===== config.mk =====
export PLATFORM = sky130hd
export DESIGN_NAME = mpu_w8_flat
export DESIGN_NICKNAME = d
export VERILOG_FILES = /design/src/rtl/mpu_w8_if.sv /design/src/rtl/mpu_w8.sv /design/src/flat_wrapper.sv
export SDC_FILE = /design/constraint.sdc
export NUM_CORES = 1
export LEC_CHECK = 0
export BUFFER_PORTS_ARGS = -buffer_cell sky130_fd_sc_hd__buf_2
export CELL_PAD_IN_SITES_DETAIL_PLACEMENT = 0
export CELL_PAD_IN_SITES_GLOBAL_PLACEMENT = 1
export CORE_MARGIN = 2
export CORE_UTILIZATION = 35
export CTS_CLUSTER_DIAMETER = 200
export CTS_CLUSTER_SIZE = 25
export DETAILED_ROUTE_END_ITERATION = 7
export GPL_TIMING_DRIVEN = 0
export HOLD_SLACK_MARGIN = 0.03
export PLACE_DENSITY = 0.64
export SLEW_MARGIN = 15
export SYNTH_ARGS = -nofsm -noshare
export SYNTH_HDL_FRONTEND = slang
export SYNTH_SLANG_ARGS = --single-unit

===== constraint.sdc =====
create_clock -name CLK -period 12.3 [get_ports CLK]
set_input_delay 1.23 -clock CLK [delete_from_list [all_inputs] [get_ports CLK]]
set_output_delay 1.23 -clock CLK [all_outputs]
set_load 0.02 [all_outputs]

===== src/rtl/mpu_w8_if.sv =====
// mpu_w8_if -- sample bus for the W8 twiddle multiplier.
//   EI/MODE/DIR/DII : input sample valid, twiddle select, real and imaginary data
//   EO/DOR/DOI/SAT  : output valid, real and imaginary result, clip flag
// master drives the inputs and observes the results; slave is the multiplier side.
interface mpu_w8_if #(
  parameter int NB = 14
);
  logic                 EI;
  logic [1:0]           MODE;
  logic signed [NB+1:0] DIR;
  logic signed [NB+1:0] DII;
  logic                 EO;
  logic signed [NB+1:0] DOR;
  logic signed [NB+1:0] DOI;
  logic                 SAT;

  modport master (output EI, MODE, DIR, DII, input EO, DOR, DOI, SAT);
  modport slave  (input EI, MODE, DIR, DII, output EO, DOR, DOI, SAT);
endinterface


===== src/rtl/mpu_w8.sv =====
// mpu_w8 -- multiply a complex sample by one of the four radix-8 twiddles
// W0 = 1, W1 = (1-j)K, W2 = -j, W3 = (-1-j)K with K ~ 1/sqrt(2).
// Fixed pipeline, one sample per cycle, no back-pressure; a sample captured at
// edge n is presented with EO=1 after edge n+3.
//   CLK   : rising-edge clock
//   RST_N : asynchronous active-low reset, clears every valid bit and the outputs
//   bus   : slave side of mpu_w8_if (EI, MODE, DIR, DII in; EO, DOR, DOI, SAT out)
// Parameters: NB (data is NB+2 bits), HIGH_PREC (8- or 17-bit K),
// ROUND (0 floor, 1 round half-up on the K-scaled paths only).
module mpu_w8 #(
  parameter int NB        = 14,
  parameter int HIGH_PREC = 0,
  parameter int ROUND     = 0
) (
  input  logic         CLK,
  input  logic         RST_N,
  mpu_w8_if.slave      bus
);
  localparam int W  = NB + 2;                    // data width
  localparam int WS = NB + 3;                    // sum/difference width
  localparam int F  = (HIGH_PREC != 0) ? 17 : 8; // fractional bits of K
  // Product width: |s*K| < 2^(NB+2+F); one extra bit so -s*K cannot overflow.
  localparam int WP = NB + 4 + F;

  localparam logic [16:0] K = (HIGH_PREC != 0) ? 17'b1_0110_1010_0000_0101 : 17'd181;
  localparam logic signed [WP-1:0] HALF = (ROUND != 0) ? (WP'(1) <<< (F - 1)) : '0;
  localparam logic signed [WP-1:0] MAXV = {{(F + 3){1'b0}}, {(W - 1){1'b1}}};
  localparam logic signed [WP-1:0] MINV = {{(F + 3){1'b1}}, {(W - 1){1'b0}}};

  // ---------------- stage 1: capture, s = x + y, d = y - x ----------------
  logic                 v1_reg;
  logic [1:0]           mode1_reg;
  logic signed [W-1:0]  x1_reg, y1_reg;
  logic signed [WS-1:0] s1_reg, d1_reg;

  always_ff @(posedge CLK or negedge RST_N) begin
    if (!RST_N) begin
      v1_reg    <= 1'b0;
      mode1_reg <= '0;
      x1_reg    <= '0;
      y1_reg    <= '0;
      s1_reg    <= '0;
      d1_reg    <= '0;
    end else begin
      v1_reg <= bus.EI;
      if (bus.EI) begin
        mode1_reg <= bus.MODE;
        x1_reg    <= bus.DIR;
        y1_reg    <= bus.DII;
        s1_reg    <= {bus.DIR[W-1], bus.DIR} + {bus.DII[W-1], bus.DII};
        d1_reg    <= {bus.DII[W-1], bus.DII} - {bus.DIR[W-1], bus.DIR};
      end
    end
  end

  // ---------------- stage 2: shift-and-add products p = s*K, q = d*K ----------------
  logic signed [WP-1:0] s_ext, d_ext;
  logic signed [WP-1:0] p_sum, q_sum;

  assign s_ext = WP'(s1_reg);
  assign d_ext = WP'(d1_reg);

  // K is a constant, so only its set bits leave adders behind.
  always_comb begin
    p_sum = '0;
    q_sum = '0;
    for (int i = 0; i < 17; i++) begin
      if (K[i]) begin
        p_sum = p_sum + (s_ext <<< i);
        q_sum = q_sum + (d_ext <<< i);
      end
    end
  end

  logic                 v2_reg;
  logic [1:0]           mode2_reg;
  logic signed [W-1:0]  x2_reg, y2_reg;
  logic signed [WP-1:0] p2_reg, q2_reg;

  always_ff @(posedge CLK or negedge RST_N) begin
    if (!RST_N) begin
      v2_reg    <= 1'b0;
      mode2_reg <= '0;
      x2_reg    <= '0;
      y2_reg    <= '0;
      p2_reg    <= '0;
      q2_reg    <= '0;
    end else begin
      v2_reg    <= v1_reg;
      mode2_reg <= mode1_reg;
      x2_reg    <= x1_reg;
      y2_reg    <= y1_reg;
      p2_reg    <= p_sum;
      q2_reg    <= q_sum;
    end
  end

  // ---------------- stage 3: mode select, round, saturate ----------------
  // Lane 0 is the real result, lane 1 the imaginary. A lane is either an exact
  // integer (W0/W2) or a K-scaled product that still carries F fraction bits.
  logic signed [WP-1:0] x_ext2, y_ext2;
  logic signed [WP-1:0] lane_raw    [2];
  logic                 lane_scaled [2];
  logic [W-1:0]         lane_out    [2];
  logic                 lane_clip   [2];

  assign x_ext2 = WP'(x2_reg);
  assign y_ext2 = WP'(y2_reg);

  always_comb begin
    lane_raw[0]    = '0;
    lane_raw[1]    = '0;
    lane_scaled[0] = 1'b0;
    lane_scaled[1] = 1'b0;
    case (mode2_reg)
      2'd0: begin
        lane_raw[0] = x_ext2;
        lane_raw[1] = y_ext2;
      end
      2'd1: begin
        lane_raw[0]    = p2_reg;
        lane_raw[1]    = q2_reg;
        lane_scaled[0] = 1'b1;
        lane_scaled[1] = 1'b1;
      end
      2'd2: begin
        lane_raw[0] = y_ext2;
        lane_raw[1] = -x_ext2;   // -(-2^(NB+1)) lands outside range and clips
      end
      default: begin
        // -sK is negated at full precision, so rounding sees the true value.
        lane_raw[0]    = q2_reg;
        lane_raw[1]    = -p2_reg;
        lane_scaled[0] = 1'b1;
        lane_scaled[1] = 1'b1;
      end
    endcase
  end

  for (genvar gi = 0; gi < 2; gi++) begin : g_lane
    logic signed [WP-1:0] adj;
    logic signed [WP-1:0] val;
    assign adj = lane_raw[gi] + (lane_scaled[gi] ? HALF : '0);
    assign val = lane_scaled[gi] ? (adj >>> F) : lane_raw[gi];
    assign lane_clip[gi] = (val > MAXV) || (val < MINV);
    assign lane_out[gi]  = (val > MAXV) ? MAXV[W-1:0] :
                           (val < MINV) ? MINV[W-1:0] : val[W-1:0];
  end

  logic                v3_reg;
  logic signed [W-1:0] r3_reg, i3_reg;
  logic                sat3_reg;

  always_ff @(posedge CLK or negedge RST_N) begin
    if (!RST_N) begin
      v3_reg   <= 1'b0;
      r3_reg   <= '0;
      i3_reg   <= '0;
      sat3_reg <= 1'b0;
    end else begin
      v3_reg   <= v2_reg;
      r3_reg   <= lane_out[0];
      i3_reg   <= lane_out[1];
      sat3_reg <= lane_clip[0] | lane_clip[1];
    end
  end

  // ---------------- output register ----------------
  // Data holds its last valid value between samples; SAT only accompanies EO.
  logic                eo_reg;
  logic signed [W-1:0] dor_reg, doi_reg;
  logic                sat_reg;

  always_ff @(posedge CLK or negedge RST_N) begin
    if (!RST_N) begin
      eo_reg  <= 1'b0;
      dor_reg <= '0;
      doi_reg <= '0;
      sat_reg <= 1'b0;
    end else begin
      eo_reg  <= v3_reg;
      sat_reg <= v3_reg & sat3_reg;
      if (v3_reg) begin
        dor_reg <= r3_reg;
        doi_reg <= i3_reg;
      end
    end
  end

  assign bus.EO  = eo_reg;
  assign bus.DOR = dor_reg;
  assign bus.DOI = doi_reg;
  assign bus.SAT = sat_reg;
endmodule


===== src/flat_wrapper.sv =====
// flat-port wrapper written by rule: the top's interface ports become plain ports
module mpu_w8_flat 
#(
  parameter int NB        = 14,
  parameter int HIGH_PREC = 0,
  parameter int ROUND     = 0
)
  (CLK, RST_N, bus_EI, bus_MODE, bus_DIR, bus_DII, bus_EO, bus_DOR, bus_DOI, bus_SAT);
  mpu_w8_if #(.NB(NB)) bus_i ();
  input  logic CLK;
  input  logic RST_N;
  input wire logic [$bits(bus_i.EI)-1:0] bus_EI;
  input wire logic [$bits(bus_i.MODE)-1:0] bus_MODE;
  input wire logic [$bits(bus_i.DIR)-1:0] bus_DIR;
  input wire logic [$bits(bus_i.DII)-1:0] bus_DII;
  output wire logic [$bits(bus_i.EO)-1:0] bus_EO;
  output wire logic [$bits(bus_i.DOR)-1:0] bus_DOR;
  output wire logic [$bits(bus_i.DOI)-1:0] bus_DOI;
  output wire logic [$bits(bus_i.SAT)-1:0] bus_SAT;
  assign bus_i.EI = bus_EI;
  assign bus_i.MODE = bus_MODE;
  assign bus_i.DIR = bus_DIR;
  assign bus_i.DII = bus_DII;
  assign bus_EO = bus_i.EO;
  assign bus_DOR = bus_i.DOR;
  assign bus_DOI = bus_i.DOI;
  assign bus_SAT = bus_i.SAT;
  mpu_w8 #(.NB(NB), .HIGH_PREC(HIGH_PREC), .ROUND(ROUND)) u_core (.CLK(CLK), .RST_N(RST_N), .bus(bus_i));
endmodule

---- Word level (Yosys, flattened, before mapping) ----
Cells that the tools add are included.
storage, ports and cells
  bits in latches ......................... 0
  bits in registers ....................... 224
  RAM bits ................................ 0
  memory bits (read-only) ................. 0
  memories ................................ 0
  bits of input ports ..................... 37
  output and inout bits ................... 34
cells by class
  mux-type cells .......................... 8
  magnitude comparators ................... 4
  $mul .................................... 0
  div/mod/pow operators ................... 0
  reductions and logical operators ........ 4
  add/subtract/negate cells ............... 12
  shift-type cells ........................ 0
  bitwise logic cells ..................... 2
  equality and inequality tests ........... 2
operators by type and width
  kind                                                          number
  one-hot mux 52 bit (3 select lines)                           1
  2-to-1 mux 16 bit                                             4
  adder 26 x 22 -> 26 bit                                       2
  adder 26 x 24 -> 26 bit                                       2
  > comparator 26 x 16 -> 1 bit, second input constant          2
  less-than comparator 26 x 16 -> 1 bit, second input constant  2
  2-to-1 mux 25 bit                                             2
  adder 20 x 21 -> 22 bit                                       2
  adder 17 x 19 -> 20 bit                                       2
  negator 16 -> 26 bit                                          1
  negator 26 bit                                                1
  adder 16 x 16 -> 17 bit                                       1
  subtractor 16 x 16 -> 17 bit                                  1
  equality test 2 x 1 -> 1 bit, second input constant           1
  equality test 2 bit, second input constant                    1
  zero test 2 bit                                               1
  logical OR 1 bit                                              2
  2-to-1 mux 2 bit                                              1
  OR reduction 2 bit                                            1
  bitwise AND 1 bit                                             1
  bitwise OR 1 bit                                              1

---- Depth between registers and ports, before layout ----
  word-level depth ........................ 7
  gate-level depth with buffers ........... 21
  depth with buffers taken out ............ 21

---- Worst setup path after synthesis ----
No wires, ideal clock.
  path type ............................... register -> register
  start point ............................. register u_core.d1_reg[0] (netlist name)
  end point ............................... register u_core.p2_reg[25]
  cell stages (with the launch flop) ...... 21
  data arrival time ....................... 4.998 ns
  slack ................................... 7.201 ns
  buffers on the path ..................... 0
  path through ............................ dfrtp_1 fa_1 ha_1 a21o_1 a211oi_1 nor2_1 o21ai_0 o31ai_1 o21ai_0 nand2b_1 xnor2_1 fa_1 inv_1 ha_1 a21o_1 or4_1 o21ai_0 o21bai_1 o211ai_1 nor4b_1 nor4_1
RTL lines
  element                 line          text
  end signal: assignment  mpu_w8.sv:93  p2_reg <= p_sum;
  end: declaration        mpu_w8.sv:78  logic signed [WP-1:0] p2_reg, q2_reg;

==> out/metrics.cfg <==
[outcome]
status=finished, final reports clean

[cells_and_area]
n_antenna_cell=0
syn2layout_area_growth_pct=9.80
fillers=4115
largest_reg_flops=26
regArea_um2=5380
nNetsFinal=1691
multi_input_area_um2=8350
final_cell_mix=dfrtp_1 (215), inv_1 (153), ha_1 (114)
drive_gt1_share_pct=13.5
final_common_cell=dfrtp_1

[die]
boundaryPins=71
dieArea_um2=43000
row_count=74
die_w_um=207
initial_core_util_pct=35.4
fp.dieH_um=207
core_um2=40800

[timing]
setup_violations=0
setup_tns_ns=0
finalCritPeriodShare_pct=48.7
finalHoldViolCount=0
relSlewSlack_pct=31.2
worst_pin_slew_ns=1.03
rsz0062_at_grt=no
fmax_mhz=167
fin_skew_ns=0.0153
fin_crit_ns=6.00
finalMaxSlewViolations=0

[worst_setup_path]
cp_max_fo=9
worst_path_max_delay_cell=fa_1
r2r_slack_ns=6.30
worstSetupEndpointType=flip-flop
start_kind=flip-flop
rr_worst_depth=20
worst_ep_required_time_ns=12.68
worstPathArrival_ns=6.37
r2r_start=u_core.d1_reg[0]$_DFFE_PN0P_
critical_path_class=reg2reg
cp_common_cell=o21ai_0
cp_cell_sequence=fa_1, ha_1, a21o_1, a211oi_1, nor2_1, o21ai_0, o31ai_1, o21ai_0, nand2b_1, xnor2_1, fa_1, inv_1, ha_1, a21o_1, or4_1, o21ai_0, o21bai_1, o211ai_1, nor4b_1, nor4_1
cpPeakStageDelay_ns=0.66
rr_endpoint=u_core.p2_reg[25]$_DFF_PN0_

[job]
max-cap-violations=0

[detailed_routing]
first_iter_violations=640
routed_wl_mm=36.9
firstDrtPassIters=5
vias=10124
viasPerCell=5.04
ant_nets=0
drt-wirelength-per-cell_um=18.3
drc_errors=0

[global_routing]
grt_pass1_wl_mm=58.7
antenna_found_initial=0
grt-ovfl-total=0
grt_pass1_vias=10167
grt_max_degree=94
gr-usage-all-layers_pct=17.3

[yosys]
synth-seq-cells=215
synth_area_um2=14500
postSynth.asyncResetShare_pct=100
ys_warn_count=0
syn_area_per_cell_um2=10.4
syn_inst=1392
synth_flop_cell=dfrtp_1
yosysSeqAreaShare_pct=37.2
synth-edff-count=0
yosysUniqueCellTypes=69
syn_nets=1605

[placed_design]
io_buffers=70
dp_hpwl_mm=30.4
gp_congestion=0.906

[cts]
clockRootBuffer=clkbuf_16
clk_pin_slew_ns=0.09
htreeDepth=1
clk_latency_ns=0.48
cts.repair.resized=0
post_cts_buffers=0
cts_hold_buf=0
cts.path.max_buffers=3
cts_sinks=215
cts_tree=done
cts_made_buffers=12

[min_path]
hold_path_class=reg2reg
holdPathEnd=u_core.v2_reg$_DFF_PN0_
hold_depth=0
min_from=u_core.v1_reg$_DFF_PN0_

==> cells in the mapped netlist (all sizes together), types with 17 or more instances <==
cell	number	share of area, %
nor2	106	2.7
clkbuf	28	0.73
o21a	17	0.88
fa	62	8.6
o21ai	78	2.7
nand2b	19	0.82
nor3	25	0.93
nand3	17	0.59
xor2	36	2.2
dfrtp	215	37
ha	114	9.9
nand2	39	1.0
inv	153	4.0
mux2	75	5.8
a21oi	90	3.1
or3	22	0.95
a211oi	18	0.93
xnor2	77	4.7
==> layout make-up <==
cell class,instances,area share (%)
multi-input combinational,982,52.5
buffer,39,0.984
clock inverter,1,0.0709
clock buffer,13,2.05
tap,532,4.19
timing repair buffer,72,2.61
inverter,156,3.69
sequential,215,33.9
==> per-layer routing <==
metal | GRT usage (%) | up-vias | part of all wire, %
met5 | 0 | - | 0
met4 | 2.71 | 0 | 1.5
met3 | 1.69 | 24 | 3.0
met2 | 27.8 | 172 | 45
met1 | 25.6 | 4973 | 50
li1 | - | 4955 | -
==> how the worst max path moves through the flow <==
stage	slack (ns)	to	depth (start not counted)	from
3_3_place_gp	6.34	u_core.p2_reg[14]$_DFF_PN0_	1	RST_N
3_5_place_dp	6.34	u_core.p2_reg[25]$_DFF_PN0_	20	u_core.d1_reg[0]$_DFFE_PN0P_
2_1_floorplan	7.20	u_core.p2_reg[25]$_DFF_PN0_	20	u_core.d1_reg[0]$_DFFE_PN0P_
6_report	6.30	u_core.p2_reg[25]$_DFF_PN0_	20	u_core.d1_reg[0]$_DFFE_PN0P_
4_1_cts	6.29	u_core.p2_reg[25]$_DFF_PN0_	20	u_core.d1_reg[0]$_DFFE_PN0P_
5_1_grt	5.81	u_core.p2_reg[25]$_DFF_PN0_	20	u_core.d1_reg[0]$_DFFE_PN0P_
==> metrics by stage <==
step / worst slack (ns) / instance area, um2 / instances / util (%) / hold slack, ns
2_1_floorplan: 7.20 / 14500 / 1392 / - / 0.331
3_5_place_dp: 6.34 / 15600 / 1996 / 38.1 / 0.338
6_report: 6.30 / 15900 / 2010 / 38.9 / 0.362
4_1_cts: 6.29 / 15900 / 2010 / 38.9 / 0.370
3_3_place_gp: 6.34 / 15500 / 1994 / 37.9 / 0.336
5_1_grt: 5.81 / 15900 / 2010 / 38.9 / 0.385
==> cell families after synthesis <==
logic type      Yosys count  synth area share [%]
buf+inv                 195                  5.13
fa+ha+maj               176                  18.4
mux                     107                  9.43
xor+xnor                113                  6.84
compound gates          299                  13.0
simple gates            287                  9.95
flops                   215                  37.2
==> critical path: cells and delay by family (launching register included) <==
kind	cells	cell delay, ns
DFF	1	0.57
and+or+nand+nor	5	0.95
xor gates and xnor gates	1	0.14
AOI/OAI and AO/OA	9	2.45
buffers and inverters	1	0.04
adders and majority gates	4	1.74
Power is left out: the tool's default activity adds up to more than one toggle a clock period on the data nets, which glitch-free logic cannot reach.
